## src/rtl/des_pkg.sv

```systemverilog
// Shared constants for the dice selector: faces table, largest face and FSM states.
package des_pkg;
  localparam int MAX_FACE = 100;
  localparam logic [6:0] FACES [8] = '{7'd2, 7'd4, 7'd6, 7'd8, 7'd10, 7'd12, 7'd20, 7'(MAX_FACE)};
  typedef enum logic {SEL_TYPE = 1'b0, SEL_QTE = 1'b1} state_e;
endpackage

```

## src/rtl/front_bouton.sv

```systemverilog
// Button front end: 2-flop synchroniser, rising-edge step pulse and, when REPEAT_EN
// is set, a hold-to-repeat counter.
module front_bouton #(
  parameter int HOLD_CYCLES   = 50_000_000,
  parameter int REPEAT_CYCLES = 12_500_000,
  parameter bit REPEAT_EN     = 1'b0
) (
  input  logic clk,
  input  logic rst,
  input  logic btn,
  output logic step
);
  logic s1_q, s1_d, s2_q, s2_d, hist_q, hist_d, armed_q;
  logic edge_p, rpt_step;

  // First clock after reset preloads the whole chain, so a button held through reset never steps.
  always_comb begin
    s1_d   = btn;
    s2_d   = s1_q;
    hist_d = s2_q;
    if (!armed_q) begin
      s1_d   = btn;
      s2_d   = btn;
      hist_d = btn;
    end
  end

  always_ff @(posedge clk or posedge rst) begin
    if (rst) begin
      s1_q    <= 1'b0;
      s2_q    <= 1'b0;
      hist_q  <= 1'b0;
      armed_q <= 1'b0;
    end else begin
      s1_q    <= s1_d;
      s2_q    <= s2_d;
      hist_q  <= hist_d;
      armed_q <= 1'b1;
    end
  end

  assign edge_p = s2_q & ~hist_q;
  assign step   = edge_p | rpt_step;

  if (REPEAT_EN) begin : g_rpt
    localparam int CW = $clog2(HOLD_CYCLES + REPEAT_CYCLES + 1);
    logic [CW-1:0] cnt_q, cnt_d;
    logic act_q, act_d, ph_q, ph_d;

    // ph_q=0: waiting out the initial hold; ph_q=1: periodic repeat.
    always_comb begin
      cnt_d    = cnt_q;
      act_d    = act_q;
      ph_d     = ph_q;
      rpt_step = 1'b0;
      if (edge_p) begin
        act_d = 1'b1;
        ph_d  = 1'b0;
        cnt_d = CW'(1);
      end else if (act_q && s2_q) begin
        if (!ph_q && cnt_q == CW'(HOLD_CYCLES)) begin
          rpt_step = 1'b1;
          ph_d     = 1'b1;
          cnt_d    = CW'(1);
        end else if (ph_q && cnt_q == CW'(REPEAT_CYCLES)) begin
          rpt_step = 1'b1;
          cnt_d    = CW'(1);
        end else begin
          cnt_d = cnt_q + CW'(1);
        end
      end else begin
        act_d = 1'b0;
      end
    end

    always_ff @(posedge clk or posedge rst) begin
      if (rst) begin
        cnt_q <= '0;
        act_q <= 1'b0;
        ph_q  <= 1'b0;
      end else begin
        cnt_q <= cnt_d;
        act_q <= act_d;
        ph_q  <= ph_d;
      end
    end
  end else begin : g_norpt
    assign rpt_step = 1'b0;
  end
endmodule

```

## src/rtl/selection_des.sv

```systemverilog
// Dice-roll selector: buttons pick die type / dice count, outputs registered roll bounds.
// Define SELECTION_DES_AUTO_REPEAT_EN to build hold-to-repeat on suivant/precedent.
module selection_des
  import des_pkg::*;
#(
  parameter int N_TYPES       = 8,
  parameter int N_MAX         = 9,
  parameter int W             = 10,
  parameter int HOLD_CYCLES   = 50_000_000,
  parameter int REPEAT_CYCLES = 12_500_000
) (
  input  logic                       clk,
  input  logic                       rst,
  input  logic                       suivant,
  input  logic                       precedent,
  input  logic                       mode,
  output logic [$clog2(N_TYPES)-1:0] idD,
  output logic [3:0]                 nbD,
  output logic                       modeQte,
  output logic [W-1:0]               dMin,
  output logic [W-1:0]               dMax,
  output logic                       maj
);
  localparam int IW = $clog2(N_TYPES);
`ifdef SELECTION_DES_AUTO_REPEAT_EN
  localparam bit RPT_EN = 1'b1;
`else
  localparam bit RPT_EN = 1'b0;
`endif

  logic [2:0] btn, step;
  assign btn = {mode, precedent, suivant};

  for (genvar i = 0; i < 3; i++) begin : g_btn
    front_bouton #(
      .HOLD_CYCLES  (HOLD_CYCLES),
      .REPEAT_CYCLES(REPEAT_CYCLES),
      .REPEAT_EN    (RPT_EN && (i != 2))
    ) u_fb (
      .clk (clk),
      .rst (rst),
      .btn (btn[i]),
      .step(step[i])
    );
  end

  state_e        state_q, state_d;
  logic [IW-1:0] id_q, id_d;
  logic [3:0]    nb_q, nb_d;
  logic [W-1:0]  dmin_q, dmin_d, dmax_q, dmax_d;
  logic          maj_q, maj_d;
  logic [2:0]    id_ix;
  logic [10:0]   prod;

  // mode wins over steps; opposing steps in one cycle cancel.
  always_comb begin
    state_d = state_q;
    id_d    = id_q;
    nb_d    = nb_q;
    if (step[2]) begin
      state_d = (state_q == SEL_TYPE) ? SEL_QTE : SEL_TYPE;
    end else if (step[0] ^ step[1]) begin
      if (state_q == SEL_TYPE) begin
        if (step[0]) id_d = (id_q == IW'(N_TYPES - 1)) ? '0 : id_q + IW'(1);
        else         id_d = (id_q == '0) ? IW'(N_TYPES - 1) : id_q - IW'(1);
      end else begin
        if (step[0]) nb_d = (nb_q == 4'(N_MAX)) ? 4'd1 : nb_q + 4'd1;
        else         nb_d = (nb_q == 4'd1) ? 4'(N_MAX) : nb_q - 4'd1;
      end
    end
  end

  // Bounds follow the registered selection one cycle later; a pair change always moves a bound.
  always_comb begin
    id_ix  = 3'(id_q);
    prod   = 11'(nb_q) * 11'(FACES[id_ix]);
    dmin_d = W'(nb_q);
    dmax_d = W'(prod);
    maj_d  = (dmin_d != dmin_q) || (dmax_d != dmax_q);
  end

  always_ff @(posedge clk or posedge rst) begin
    if (rst) begin
      state_q <= SEL_TYPE;
      id_q    <= '0;
      nb_q    <= 4'd1;
      dmin_q  <= W'(1);
      dmax_q  <= W'(2);
      maj_q   <= 1'b0;
    end else begin
      state_q <= state_d;
      id_q    <= id_d;
      nb_q    <= nb_d;
      dmin_q  <= dmin_d;
      dmax_q  <= dmax_d;
      maj_q   <= maj_d;
    end
  end

  assign idD     = id_q;
  assign nbD     = nb_q;
  assign modeQte = (state_q == SEL_QTE);
  assign dMin    = dmin_q;
  assign dMax    = dmax_q;
  assign maj     = maj_q;
endmodule

```

## config.mk

```make
export PLATFORM = sky130hd
export DESIGN_NAME = selection_des
export DESIGN_NICKNAME = d
export VERILOG_FILES = /design/src/rtl/des_pkg.sv /design/src/rtl/front_bouton.sv /design/src/rtl/selection_des.sv
export SDC_FILE = /design/constraint.sdc
export NUM_CORES = 1
export LEC_CHECK = 0
export CAP_MARGIN = 20
export CELL_PAD_IN_SITES_DETAIL_PLACEMENT = 1
export CELL_PAD_IN_SITES_GLOBAL_PLACEMENT = 2
export CORE_MARGIN = 4
export CORE_UTILIZATION = 34
export DETAILED_ROUTE_END_ITERATION = 10
export PLACE_DENSITY = 0.89
export REMOVE_ABC_BUFFERS = 1
export SETUP_SLACK_MARGIN = 0.2
export SYNTH_ARGS = -nofsm -noshare
export SYNTH_HDL_FRONTEND = slang
export SYNTH_SLANG_ARGS = --single-unit
```

## constraint.sdc

```tcl
create_clock -name clk -period 5.11 [get_ports clk]
set_input_delay 0.511 -clock clk [delete_from_list [all_inputs] [get_ports clk]]
set_output_delay 0.511 -clock clk [all_outputs]
set_load 0.005 [all_outputs]
```

==> results of run 1 <==
-- state kept, by name (all words and copies together) (netlist names) --
| register | count |
|---|---|
| idD | 3 |
| g_btn.u_fb.armed_q | 1 |
| g_btn.u_fb.s1_q | 3 |
| modeQte | 1 |
| dMax | 9 |
| g_btn.u_fb.s2_q | 3 |
| g_btn.u_fb.hist_q | 3 |
| dMin | 4 |
| nbD | 4 |
| maj | 1 |
-- report_power, final --
part / total [mW] / internal, mW / switching [mW]
clock network: 0.201 / 0.107 / 0.0941
logic: 1.14 / 0.593 / 0.550
registers: 0.476 / 0.352 / 0.123
-- metrics by stage --
stage                     total power, mW  hold WS, ps
final                                1.82          456
after global routing                 2.03          488
after CTS                            1.86          459
after detailed placement             1.64          442
after global placement               1.59          437
after floorplan                      1.26          425
-- layout by cell type (no fill, tap or decap), drive strengths merged, types with 5 or more instances in the layout --
cell type and n:
clkdlybuf4s50 26, xnor2 14, and2 10, dfrtp 29, conb 8, nor2 8
o21ai 11, xor2 5, ha 21, nand2b 6, clkbuf 6, a21oi 6
fa 8, inv 20, nand2 22
-- cells by family (layout without fill, tap and decap cells) --
group,count (synthesis),count (layout),share of synthesized area
buffers and inverters,34,55,0.0713
multiplexers,3,3,0.0140
other,2,8,0.00337
adder cells (fa/ha/maj),29,29,0.190
AND/OR/NAND/NOR,69,69,0.167
AO/OA/AOI/OAI,33,33,0.0972
XOR/XNOR,21,21,0.0961
flip-flops,32,32,0.361
-- synth_stat cells (2+ instances only) --
master,number,share of area
sky130_fd_sc_hd__conb_1,2,0.0034
sky130_fd_sc_hd__o31a_1,2,0.0079
sky130_fd_sc_hd__ha_1,21,0.12
sky130_fd_sc_hd__nor2_1,8,0.013
sky130_fd_sc_hd__clkbuf_1,3,0.0051
sky130_fd_sc_hd__xnor2_1,14,0.055
sky130_fd_sc_hd__inv_1,20,0.034
sky130_fd_sc_hd__xor2_1,5,0.020
sky130_fd_sc_hd__and2_1,10,0.028
sky130_fd_sc_hd__or3_1,3,0.0084
sky130_fd_sc_hd__nand2_1,22,0.037
sky130_fd_sc_hd__dfstp_2,3,0.035
sky130_fd_sc_hd__buf_2,4,0.0090
sky130_fd_sc_hd__nand4_1,3,0.0084
sky130_fd_sc_hd__nand2b_1,6,0.017
sky130_fd_sc_hd__o21a_1,2,0.0067
sky130_fd_sc_hd__dfrtp_1,29,0.33
sky130_fd_sc_hd__a21oi_1,6,0.013
sky130_fd_sc_hd__mux2i_1,2,0.0090
sky130_fd_sc_hd__o31ai_1,2,0.0067
sky130_fd_sc_hd__nand3_1,4,0.0090
sky130_fd_sc_hd__and3_1,4,0.011
sky130_fd_sc_hd__xor3_1,2,0.021
sky130_fd_sc_hd__buf_4,7,0.024
sky130_fd_sc_hd__o21ai_0,10,0.022
sky130_fd_sc_hd__fa_1,8,0.072
sky130_fd_sc_hd__nor2b_1,3,0.0084
-- critical path: stages, from the launching register on --
cell,delay [ps]
sky130_fd_sc_hd__dfrtp_1,520
sky130_fd_sc_hd__o21ai_0,550
sky130_fd_sc_hd__nand2_1,170
sky130_fd_sc_hd__fa_1,560
sky130_fd_sc_hd__inv_1,50
sky130_fd_sc_hd__fa_1,530
sky130_fd_sc_hd__fa_1,470
sky130_fd_sc_hd__a211oi_1,320
sky130_fd_sc_hd__o21bai_1,120
sky130_fd_sc_hd__a21oi_1,280
sky130_fd_sc_hd__xnor2_1,150
sky130_fd_sc_hd__nand4_1,90
-- layer usage --
| metal | global-route usage | vias up | wire [um] |
|---|---|---|---|
| li1 | - | 774 | - |
| met1 | 0.163 | 788 | 2030 |
| met2 | 0.229 | 30 | 2430 |
| met3 | 0.0332 | 8 | 214 |
| met4 | 0.0582 | 0 | 102 |
| met5 | 0 | - | 0 |
-- area by class of cell --
| cell class | count | area [um2] | share of cell area |
|---|---|---|---|
| multi-input cells | 163 | 1290 | 0.490 |
| flip-flops and latches | 32 | 805 | 0.307 |
| repair buffers | 27 | 268 | 0.102 |
| well taps | 77 | 96.3 | 0.0367 |
| clock buffers | 6 | 82.6 | 0.0315 |
| inverters | 20 | 75.1 | 0.0286 |
| clock inverters | 2 | 10.0 | 0.00382 |
-- worst paths after layout --
path | end | slack (ps) | depth (start not counted)
max in group asynchronous | dMax[1]$_DFF_PP1_ | 4160 | 3
worst max-delay path | maj$_DFF_PP0_ | 1180 | 11
worst min register to register | g_btn[1].u_fb.s2_q$_DFF_PP0_ | 460 | 2
worst max register to register | maj$_DFF_PP0_ | 1180 | 11
min in group asynchronous | dMax[4]$_DFF_PP0_ | 620 | 3
worst min-delay path | g_btn[1].u_fb.s2_q$_DFF_PP0_ | 460 | 2
==> flow_results.org, run 1 <==
** Outcome
- The flow ran to the end, and the final reports show no timing, DRC or antenna violations.

** STA
- Share of the cycle needed by the critical path after routing :: 0.769
- Clock Skews :: 5.14 ps
- Max-slew headroom :: 0.593
- The number of hold-slack violations in the final timing report was 0.
- The number of max-slew violations in the final report came to 0.
- Final setup TNS :: 0 ps
- After layout, the worst setup slack is 1180 ps.
- Final number of setup-violating endpoints :: 0
- The smallest clock period supported by the final layout is computed as 3930 ps.
- Actual slew at the worst max-slew pin :: 604 ps
- Derived from the worst setup path, the maximum achievable clock frequency is 254 MHz.
- Setup repair after global routing left no endpoint under its margin.

** Hold path
- The worst hold path belongs to the class flip-flop to flip-flop.
- HP Start :: g_btn[1].u_fb.s1_q$_DFF_PP0_

** Synthesis
- Each instance of the synthesized netlist takes up on average 9.99 um2.
- Async set-reset flop share out of synthesis :: 1.00
- Counting flops with a built-in enable in the synthesized netlist gives 0.
- Synthesis-stage register bit count :: 32
- The netlist uses 45 different library cells.
- Main flop type after synthesis :: sky130_fd_sc_hd__dfrtp_1
- Post-synthesis cell area :: 0.00223 mm2
- For this run, the register share of the synthesized area comes to 0.361.
- Count of warnings emitted by yosys :: 0
- Number of cells produced by synthesis :: 223

** Clock tree
- Total clock sinks :: 32
- Inserted Clock Buffers :: 5
- H-tree depth reported by CTS :: 2
- Gates resized during post-CTS repair numbered 0.
- Setup Buffers After CTS :: 0
- Hold_buf cts :: 0
- The tree is rooted in a sky130_fd_sc_hd__clkbuf_8.
- After clock tree synthesis, the clock-pin slew on the worst setup and hold paths is 70 ps.
- TritonCTS built the clock tree.
- Clock Latency Late Sink :: 290 ps
- The longest clock path from root to sink contains 2 buffers.

** Setup path
- The startpoint identified for the worst register-to-register timing path is idD[2]$_DFFE_PP0P_.
- Element type at the critical path end :: flip-flop
- Startpoint types :: flip-flop
- Tracing the worst setup path back leads to its startpoint at idD[2]$_DFFE_PP0P_.
- Arrival time reported for the critical path endpoint :: 4100 ps
- In this run the worst path has a maximum fanout of 13.
- Data required time at the worst endpoint :: 5280 ps
- By startpoint and endpoint, the worst setup path is classified as flip-flop to flip-flop.

** Drt
- In the final routed layout, each cell accounts on average for 14.6 um.
- First-pass detailed-route iteration total :: 4
- After detailed routing, the number of vias per cell comes to 4.89.
- Routed WL :: 4780 um
- The detail route stage leaves a number of antenna-violating nets equal to 0.
- Detailed Route Iter0 Violations :: 30
- Number of remaining DRC errors :: 0
- Across all layers, the routed design uses 1600 vias.

** Global route
- Number of global-route vias before repair :: 1727
- Initial antenna violation count :: 0
- Entering global routing, the biggest net connects 33 pins.
- Combined global-route utilization of all metal layers :: 0.135
- The first global-routing pass estimated 8150 um of wire.
- The total overflow left after global routing is 0.

** Die
- Row generation in the floorplan step produced 29 rows.
- Total I/O pin count :: 34
- The die is 88.9 um tall.
- Total Die Area :: 0.00791 mm2
- The floorplan step defined a core boundary enclosing 0.00635 mm2.
- Effective utilization at floorplan :: 0.351
- In this run the horizontal extent of the chip is 88.9 um.

** Power
- Maximum resistive drop on vdd :: 0.322 mV
- Dividing total power by cell area gives a power density of 694 mW/mm2.
- In this run the static leakage power is 1.27 nW.

** Final layout
- In the final layout, the share of cells above drive strength 1 is 0.0680.
- Final Net Count :: 283
- Antenna cell count :: 0
- Final core utilization :: 0.413
- Area added between synthesis and finish :: 17.8%
- After routing the design area is 0.00262 mm2.
- Leaving out filler cells and counting taps, the final layout contains 327.
- The filler cells instantiated in the layout total 734.

** Place
- The HPWL after detailed placement is 3740 um.
- Port buffering added 26 buffers.
- Final Wtd Congestion :: 0.768
- DP Area :: 0.00253 mm2
- After detailed placement, the design holds a cell count of 319.
- Pre-CTS setup slack :: 1160 ps

** Job
- Max-cap violations :: 0
Note: power is estimated with default switching activity, not from simulation.
==> run 2, diff against run 1 <==
- clock period: 5.11 -> 3.9 ns (I/O delays scaled with it)
==> run 2 against run 1 <==
Die area unchanged. Critical path depth is 4 higher. Clock power up 38%. Total power up 46%. Non-clock buffer count grew 10. Routed wire length decreased by 1.7%. Maximum frequency rose by 10%. Largest power group unchanged.
==> flow_results.org, run 2 (synthesis results as in run 1) <==
** Hold path
- In this run the worst hold path is classified as flip-flop to flip-flop.
- Hold path cells :: 2
- Sink of the worst hold path :: g_btn[2].u_fb.s2_q$_DFF_PP0_
- The startpoint identified for the worst hold timing path is g_btn[2].u_fb.s1_q$_DFF_PP0_.

** Power
- The analysis attributes to net switching a power of 1.10 mW.
- Power share of the sequential group :: 0.222
- For this design the ratio of total power to cell area is 960 mW/mm2.
- Maximum resistive drop on vdd :: 0.630 mV
- Pwr Total :: 2.66 mW
- Net Sw Frac :: 0.413
- Internal power comes to 1.56 mW.
- Comb pwr share :: 0.673
- Leakage :: 1.31 nW
- Of the total power, the clock network draws 0.105.

** Place
- During placement, the flow inserted port buffers numbering 26.
- HPWL reported at the end of detailed placement :: 3600 um
- The congestion estimate from routability-driven global placement came to 0.796.
- Pre-CTS setup slack :: 16.7 ps
- Summing all placed instances gives a cell area of 0.00257 mm2.

** Die
- The region available for standard cell placement spans 0.00635 mm2.
- After floorplanning, the core was divided into 29 placement rows.
- Total Die Area :: 0.00791 mm2
- Total I/O pin count :: 34
- The initial utilization of the core area, before any placement, comes to 0.351.
- Width of the chip :: 88.9 um
- Die boundary height :: 88.9 um

** STA
- Setup slack on the critical path of the routed design comes to 339 ps.
- Final setup TNS :: 0 ps
- The number of hold-slack violations in the final timing report came to 0.
- Setup repair after global routing left no endpoint under its margin.
- Between clock sinks in the finished design, the worst skew comes to 7.18 ps.
- Share of the cycle needed by the critical path after routing :: 0.913
- Highest attainable clock frequency :: 281 MHz
- Time the worst path needs with I/O delays and setup :: 3560 ps
- Max Slew Vio Count :: 0
- Final number of setup-violating endpoints :: 0

** Drt
- Detailed Route Iter0 Violations :: 45
- First-pass detailed-route iteration total :: 3
- Number of remaining DRC errors :: 0
- In this run the remaining antenna-violating nets after routing total 0.
- Wire length per cell after detailed routing :: 13.9 um
- Routed vias/inst :: 4.83
- The routed layout has 1628 vias.
- Routed WL :: 4700 um

** Clock tree
- Clock tree synthesis inserted a total of 5 buffers.
- Clock tree from TritonCTS :: done
- The later pin in the worst-skew pair is clocked with a latency of 290 ps.
- Clock tree buffer depth :: 2
- For this design, the sink count on the clock tree is 32.
- Hold_buf cts :: 0
- H-tree depth reported by CTS :: 2
- Clock-pin slew on the worst setup and hold paths :: 70 ps
- Buffer type at the clock tree root :: sky130_fd_sc_hd__clkbuf_8

** Setup path
- Kind of critical path :: flip-flop to flip-flop
- STA puts the critical path data arrival time at 3730 ps.
- The startpoint identified for the worst register-to-register timing path is idD[0]$_DFFE_PP0P_.
- STA puts the critical path data required time at 4070 ps.
- The worst register-to-register path has a depth of 15.
- Ordered cell list for the critical path :: buf_4 -> ha_2 -> ha_1 -> nand2_1 -> inv_1 -> fa_1 -> inv_1 -> fa_1 -> inv_1 -> ha_1 -> nor2b_1 -> o21a_1 -> o21ai_1 -> o211a_1 -> nand4_1
- STA classifies the critical path startpoint as a flip-flop.
- Reg2reg end :: maj$_DFF_PP0_
- The critical path runs through a total of 15 cells.
- The worst setup path is captured at a flip-flop.
- Counting stages on the worst path, the most repeated cell is sky130_fd_sc_hd__inv_1.
- Critical-path cell with the highest stage delay :: sky130_fd_sc_hd__fa_1
- Combined buffer and inverter count along the critical path :: 4
- Of all nets on the critical path, the largest fanout is 6.
- Slack of the worst reg-to-reg path :: 340 ps
- Among cell families on the critical path, the largest total delay comes from adder cells.
- On the worst path, the slowest cell contributes a delay of 530 ps.

** Final layout
- Once layout is done, the placed cells without fillers occupy 0.00277 mm2.
- Layout cell share with drive strength beyond 1 :: 0.165
- Final core utilization :: 0.436
- The area growth from synthesis to layout is 24.4%.
- Summing all multi-input logic gate instances after layout gives 0.00135 mm2.
- The repair_antennas step left the layout with diodes totalling 0.
- Leaving out fill and tap cells, the most frequent cell in the layout is sky130_fd_sc_hd__dfrtp_1.
- Flip-flop count of the largest register, all copies and words added :: 9
- The library cells used most frequently in the layout, excluding fill and tap cells, are 28 x sky130_fd_sc_hd__dfrtp_1, 26 x sky130_fd_sc_hd__clkdlybuf4s50_1, 21 x sky130_fd_sc_hd__nand2_1, 18 x sky130_fd_sc_hd__ha_1, 16 x sky130_fd_sc_hd__inv_1.
- For this run, the post-layout net count is 293.
- Sequential standard cell area :: 806 um2
- The filler cells instantiated in the layout total 712.

** Global route
- Largest net degree at the start of global routing :: 33
- The number of antenna violations at the first check in global routing was 0.
- Total congestion overflow :: 0
- Number of global-route vias before repair :: 1819
- Across every metal layer, demand over resource in global routing totals 0.137.
- Global-route wire length before repair :: 8490 um

** Outcome
- Run status :: complete, no violations

** Job
- Max-cap violations :: 0
==> run 2: per-stage QoR <==
step | hold WS (ps) | std cells
2_1_floorplan | 421 | 215
3_3_place_gp | 432 | 324
3_5_place_dp | 444 | 324
4_1_cts | 461 | 334
5_1_grt | 498 | 337
6_report | 461 | 337
==> run 2: area by class of cell <==
| cell class | instances | area share |
|---|---|---|
| Clock inverter | 2 | 0.00542 |
| Multi-Input combinational cell | 163 | 0.488 |
| Tap cell | 77 | 0.0348 |
| Inverter | 20 | 0.0271 |
| Sequential cell | 32 | 0.291 |
| Timing Repair Buffer | 37 | 0.124 |
| Clock buffer | 6 | 0.0298 |
==> run 2: timing repair <==
action | CTS | global route
pin swaps | 2 | 10
resized for setup | 3 | 18
buffers inserted | 2 | 3
endpoints found under the setup margin | 2 | 2
==> run 2: power by group through the flow <==
stage / registers [mW] / clock network [mW] / logic, mW
floorplan: 0.600 / 0 / 1.05
global placement: 0.591 / 0 / 1.53
detailed placement: 0.600 / 0 / 1.57
CTS: 0.588 / 0.290 / 1.64
global route: 0.614 / 0.307 / 2.04
finish: 0.591 / 0.278 / 1.79
==> run 2: worst max path at each step <==
| stage | from | to | slack, ps |
|---|---|---|---|
| finish | idD[0]$_DFFE_PP0P_ | maj$_DFF_PP0_ | 340 |
| global route | idD[0]$_DFFE_PP0P_ | maj$_DFF_PP0_ | 190 |
| floorplan | idD[0]$_DFFE_PP0P_ | maj$_DFF_PP0_ | 320 |
| detailed placement | idD[0]$_DFFE_PP0P_ | maj$_DFF_PP0_ | 20 |
| CTS | idD[0]$_DFFE_PP0P_ | maj$_DFF_PP0_ | 200 |
| global placement | idD[0]$_DFFE_PP0P_ | maj$_DFF_PP0_ | 140 |
==> run 2: worst register-to-register path, cell delays in order (launching register included) <==
cell and delay [ps]:
sky130_fd_sc_hd__dfrtp_1 390, sky130_fd_sc_hd__buf_4 150, sky130_fd_sc_hd__ha_2 190, sky130_fd_sc_hd__ha_1 260, sky130_fd_sc_hd__nand2_1 130, sky130_fd_sc_hd__inv_1 70, sky130_fd_sc_hd__fa_1 530, sky130_fd_sc_hd__inv_1 50
sky130_fd_sc_hd__fa_1 520, sky130_fd_sc_hd__inv_1 40, sky130_fd_sc_hd__ha_1 370, sky130_fd_sc_hd__nor2b_1 170, sky130_fd_sc_hd__o21a_1 170, sky130_fd_sc_hd__o21ai_1 140, sky130_fd_sc_hd__o211a_1 180, sky130_fd_sc_hd__nand4_1 80
==> run 2: per-layer routing <==
metal / GRT usage / wire (um)
met1: 0.166 / 2060
met2: 0.238 / 2360
met3: 0.0341 / 225
met4: 0.0474 / 56
met5: 0 / 0
==> run 3, diff against run 2 <==
- CORE_ASPECT_RATIO: not set -> 0.5
==> run 3 against run 2 <==
Register-to-register slack worse by 30 ps. Setup slack got worse by 34 ps. Clock skew shrank 3.9 ps. Flip-flop and latch count unchanged. Via count increased by 0.92%. Global-route usage up 0.32 points. Maximum frequency is 0.96% lower. Final cell count up 3.0%. Core utilization increased by 2.9 points. Routed wire length increased by 9.1%. Critical path type unchanged.
==> flow_results.org, run 3 (synthesis results as in run 1) <==
** Drt
- Routed WL :: 5120 um
- Routed vias/inst :: 4.73
- In this run, the number of DRC markers left after iteration 0 of detailed routing was 77.
- Before antenna repair, the detailed router went through 4 iterations.
- Wire length per cell after detailed routing :: 14.8 um
- Routed vias :: 1643
- Number of remaining DRC errors :: 0
- The count of nets left with antenna violations once routing finished came out at 0.

** Die
- For this design the top-level I/O count stands at 34.
- For this configuration, the core starts out at a cell density of 0.359.
- The die covers 0.00799 mm2.
- Width of the chip :: 122 um
- Die boundary height :: 65.2 um
- The region available for standard cell placement spans 0.00621 mm2.
- FP Rows :: 20

** Clock tree
- Clock tree from TritonCTS :: done
- In this run the deepest clock path goes through 2 buffers.
- Total clock sinks :: 32
- Clock-pin slew was measured on the worst setup and hold paths at 50 ps.
- H-tree depth reported by CTS :: 2
- Inserted Clock Buffers :: 5
- Clock latency on the worst-skew pair, taken at its later pin, is 280 ps.
- The cell sitting at the root of the clock tree is a sky130_fd_sc_hd__clkbuf_16.

** STA
- Clock Skews :: 3.29 ps
- Setup repair after global routing left no endpoint under its margin.
- Final number of setup-violating endpoints :: 0
- The number of max-slew violations in the final report is 0.
- Endpoints failing hold :: 0
- For this run, the top clock speed supported by timing is 278 MHz.
- Setup slack on the critical path of the routed design comes to 304 ps.
- Share of the cycle needed by the critical path after routing :: 0.922
- The routed design could run at a clock period as short as 3600 ps.

** Setup path
- Ordered cell list for the critical path :: buf_4 -> ha_2 -> mux2_4 -> and2_1 -> fa_1 -> inv_1 -> fa_1 -> inv_1 -> ha_4 -> a211oi_4 -> o21bai_1 -> a21oi_2 -> xnor2_1 -> nand4_1
- In this run the worst path has a maximum fanout of 4.
- Element type at the critical path end :: flip-flop
- Data required time at the worst endpoint :: 4050 ps
- The largest individual stage delay along the critical path comes from the cell sky130_fd_sc_hd__fa_1.
- The largest single stage delay on the critical path is 510 ps.
- The critical path in this run is classified as flip-flop to flip-flop.
- Arrival time reported for the critical path endpoint :: 3750 ps
- Startpoint types :: flip-flop

** Final layout
- Final Net Count :: 292
- Flip-flop count of the largest register, all copies and words added :: 9
- Leaving out fill and tap cells, the most frequent cell in the layout is sky130_fd_sc_hd__dfrtp_1.
- Antenna cell count :: 0
- In the final layout, the share of cells above drive strength 1 is 0.166.
- Total of fill cells in the finished design :: 702
- After routing the design area is 0.00289 mm2.
- Most used cells in the layout excluding fill and tap cells :: 29 x sky130_fd_sc_hd__dfrtp_1, 26 x sky130_fd_sc_hd__clkdlybuf4s50_1, 22 x sky130_fd_sc_hd__nand2_1, 16 x sky130_fd_sc_hd__inv_1, 16 x sky130_fd_sc_hd__ha_1
- Relative to the synthesized area, the layout overhead comes to 29.8%.

** Global route
- Number of global-route vias before repair :: 1856
- The number of antenna violations at the first check in global routing came to 0.
- Entering global routing, the biggest net connects 33 pins.
- Total congestion overflow :: 0
- Global-route wire length before repair :: 8830 um
- In the global route stage, overall resource usage came out at 0.140.

** Power
- In this run the power spent charging and discharging nets is 1.18 mW.
- The share of total power dissipated in the clock network is 0.164.
- Maximum resistive drop on vdd :: 0.308 mV
- Of the total power, combinational logic draws 0.628.
- The share of total power dissipated in sequential elements is 0.209.
- Pwr Total :: 2.95 mW
- The internal portion of the total power is 1.78 mW.
- Leakage :: 1.35 nW
- Of the total power, the share spent switching nets is 0.398.
- Power spread over the standard cell area amounts to 1020 mW/mm2.

** Place
- Pre-CTS setup slack :: -9.87 ps
- During placement, the flow inserted port buffers numbering 26.
- Final Wtd Congestion :: 0.752
- HPWL reported at the end of detailed placement :: 3730 um
- In this run the cell area measured after placement is 0.00257 mm2.

** Outcome
- Run status :: complete, no violations

** Job
- The tool flagged a number of max-cap violations equal to 0.

** Hold path
- Worst Hold Class :: flip-flop to flip-flop
run 3: cell types whose count changed in the layout (fill, tap and decap cells not counted), sizes merged:
cell	previous run	this run
bufinv	0	1
buf	11	10
clkinvlp	2	0
clkbuf	6	7
run 3: area by class of cell:
class                      count  area (um2)  area share
tap                           88         110      0.0381
inverter                      20        75.1      0.0260
clock buffer                   7         153      0.0528
sequential                    32         805       0.278
multi-input combinational    163        1380       0.478
timing repair buffer          36         335       0.116
clock inverter                 1        30.0      0.0104
run 3: power by group through the flow:
stage | clock network, mW | logic (mW) | registers, mW
floorplan | 0 | 1.05 | 0.600
global placement | 0 | 1.48 | 0.615
detailed placement | 0 | 1.55 | 0.625
CTS | 0.498 | 1.70 | 0.613
global route | 0.509 | 2.06 | 0.642
finish | 0.484 | 1.85 | 0.616
run 3: timing repair:
item | in CTS | in global routing
pin swaps | 1 | 10
hold buffers | 0 | 0
setup buffers | 2 | 4
endpoints found under the setup margin | 2 | 3
hold endpoints to repair | 0 | 0
resized for setup | 7 | 16
run 3: path summary, 6_finish.rpt:
path,depth (start not counted),endpoint,from,slack [ps]
min,2,g_btn[0].u_fb.s2_q$_DFF_PP0_,g_btn[0].u_fb.s1_q$_DFF_PP0_,450
max,14,maj$_DFF_PP0_,idD[1]$_DFFE_PP0P_,300
max reg2reg,14,maj$_DFF_PP0_,idD[1]$_DFFE_PP0P_,300
min reg2reg,2,g_btn[0].u_fb.s2_q$_DFF_PP0_,g_btn[0].u_fb.s1_q$_DFF_PP0_,450
max in group asynchronous,3,dMax[1]$_DFF_PP1_,rst,3060
min in group asynchronous,3,g_btn[1].u_fb.s1_q$_DFF_PP0_,rst,500
run 3: critical path, delay by kind of cell (launching register included):
family / cells / cell delay, ps
simple gates: 2 / 290
mux: 1 / 290
buf+inv: 3 / 290
fa+ha+maj: 4 / 1470
xor+xnor: 1 / 160
compound gates: 3 / 570
flops: 1 / 400
run 3: metal layers:
metal	up-vias	track usage	part of all wire
met5	-	0	0
met2	26	0.256	0.52
li1	788	-	-
met3	10	0.0327	0.030
met4	0	0.0488	0.017
met1	819	0.162	0.44
run 3: stage by stage:
step	utilization	instances	setup TNS, ps	hold slack (ps)
floorplan	-	215	0	421
global placement	0.414	333	0	430
detailed placement	0.414	333	-9.87	440
CTS	0.452	343	0	453
global route	0.466	347	0	471
finish	0.466	347	0	451
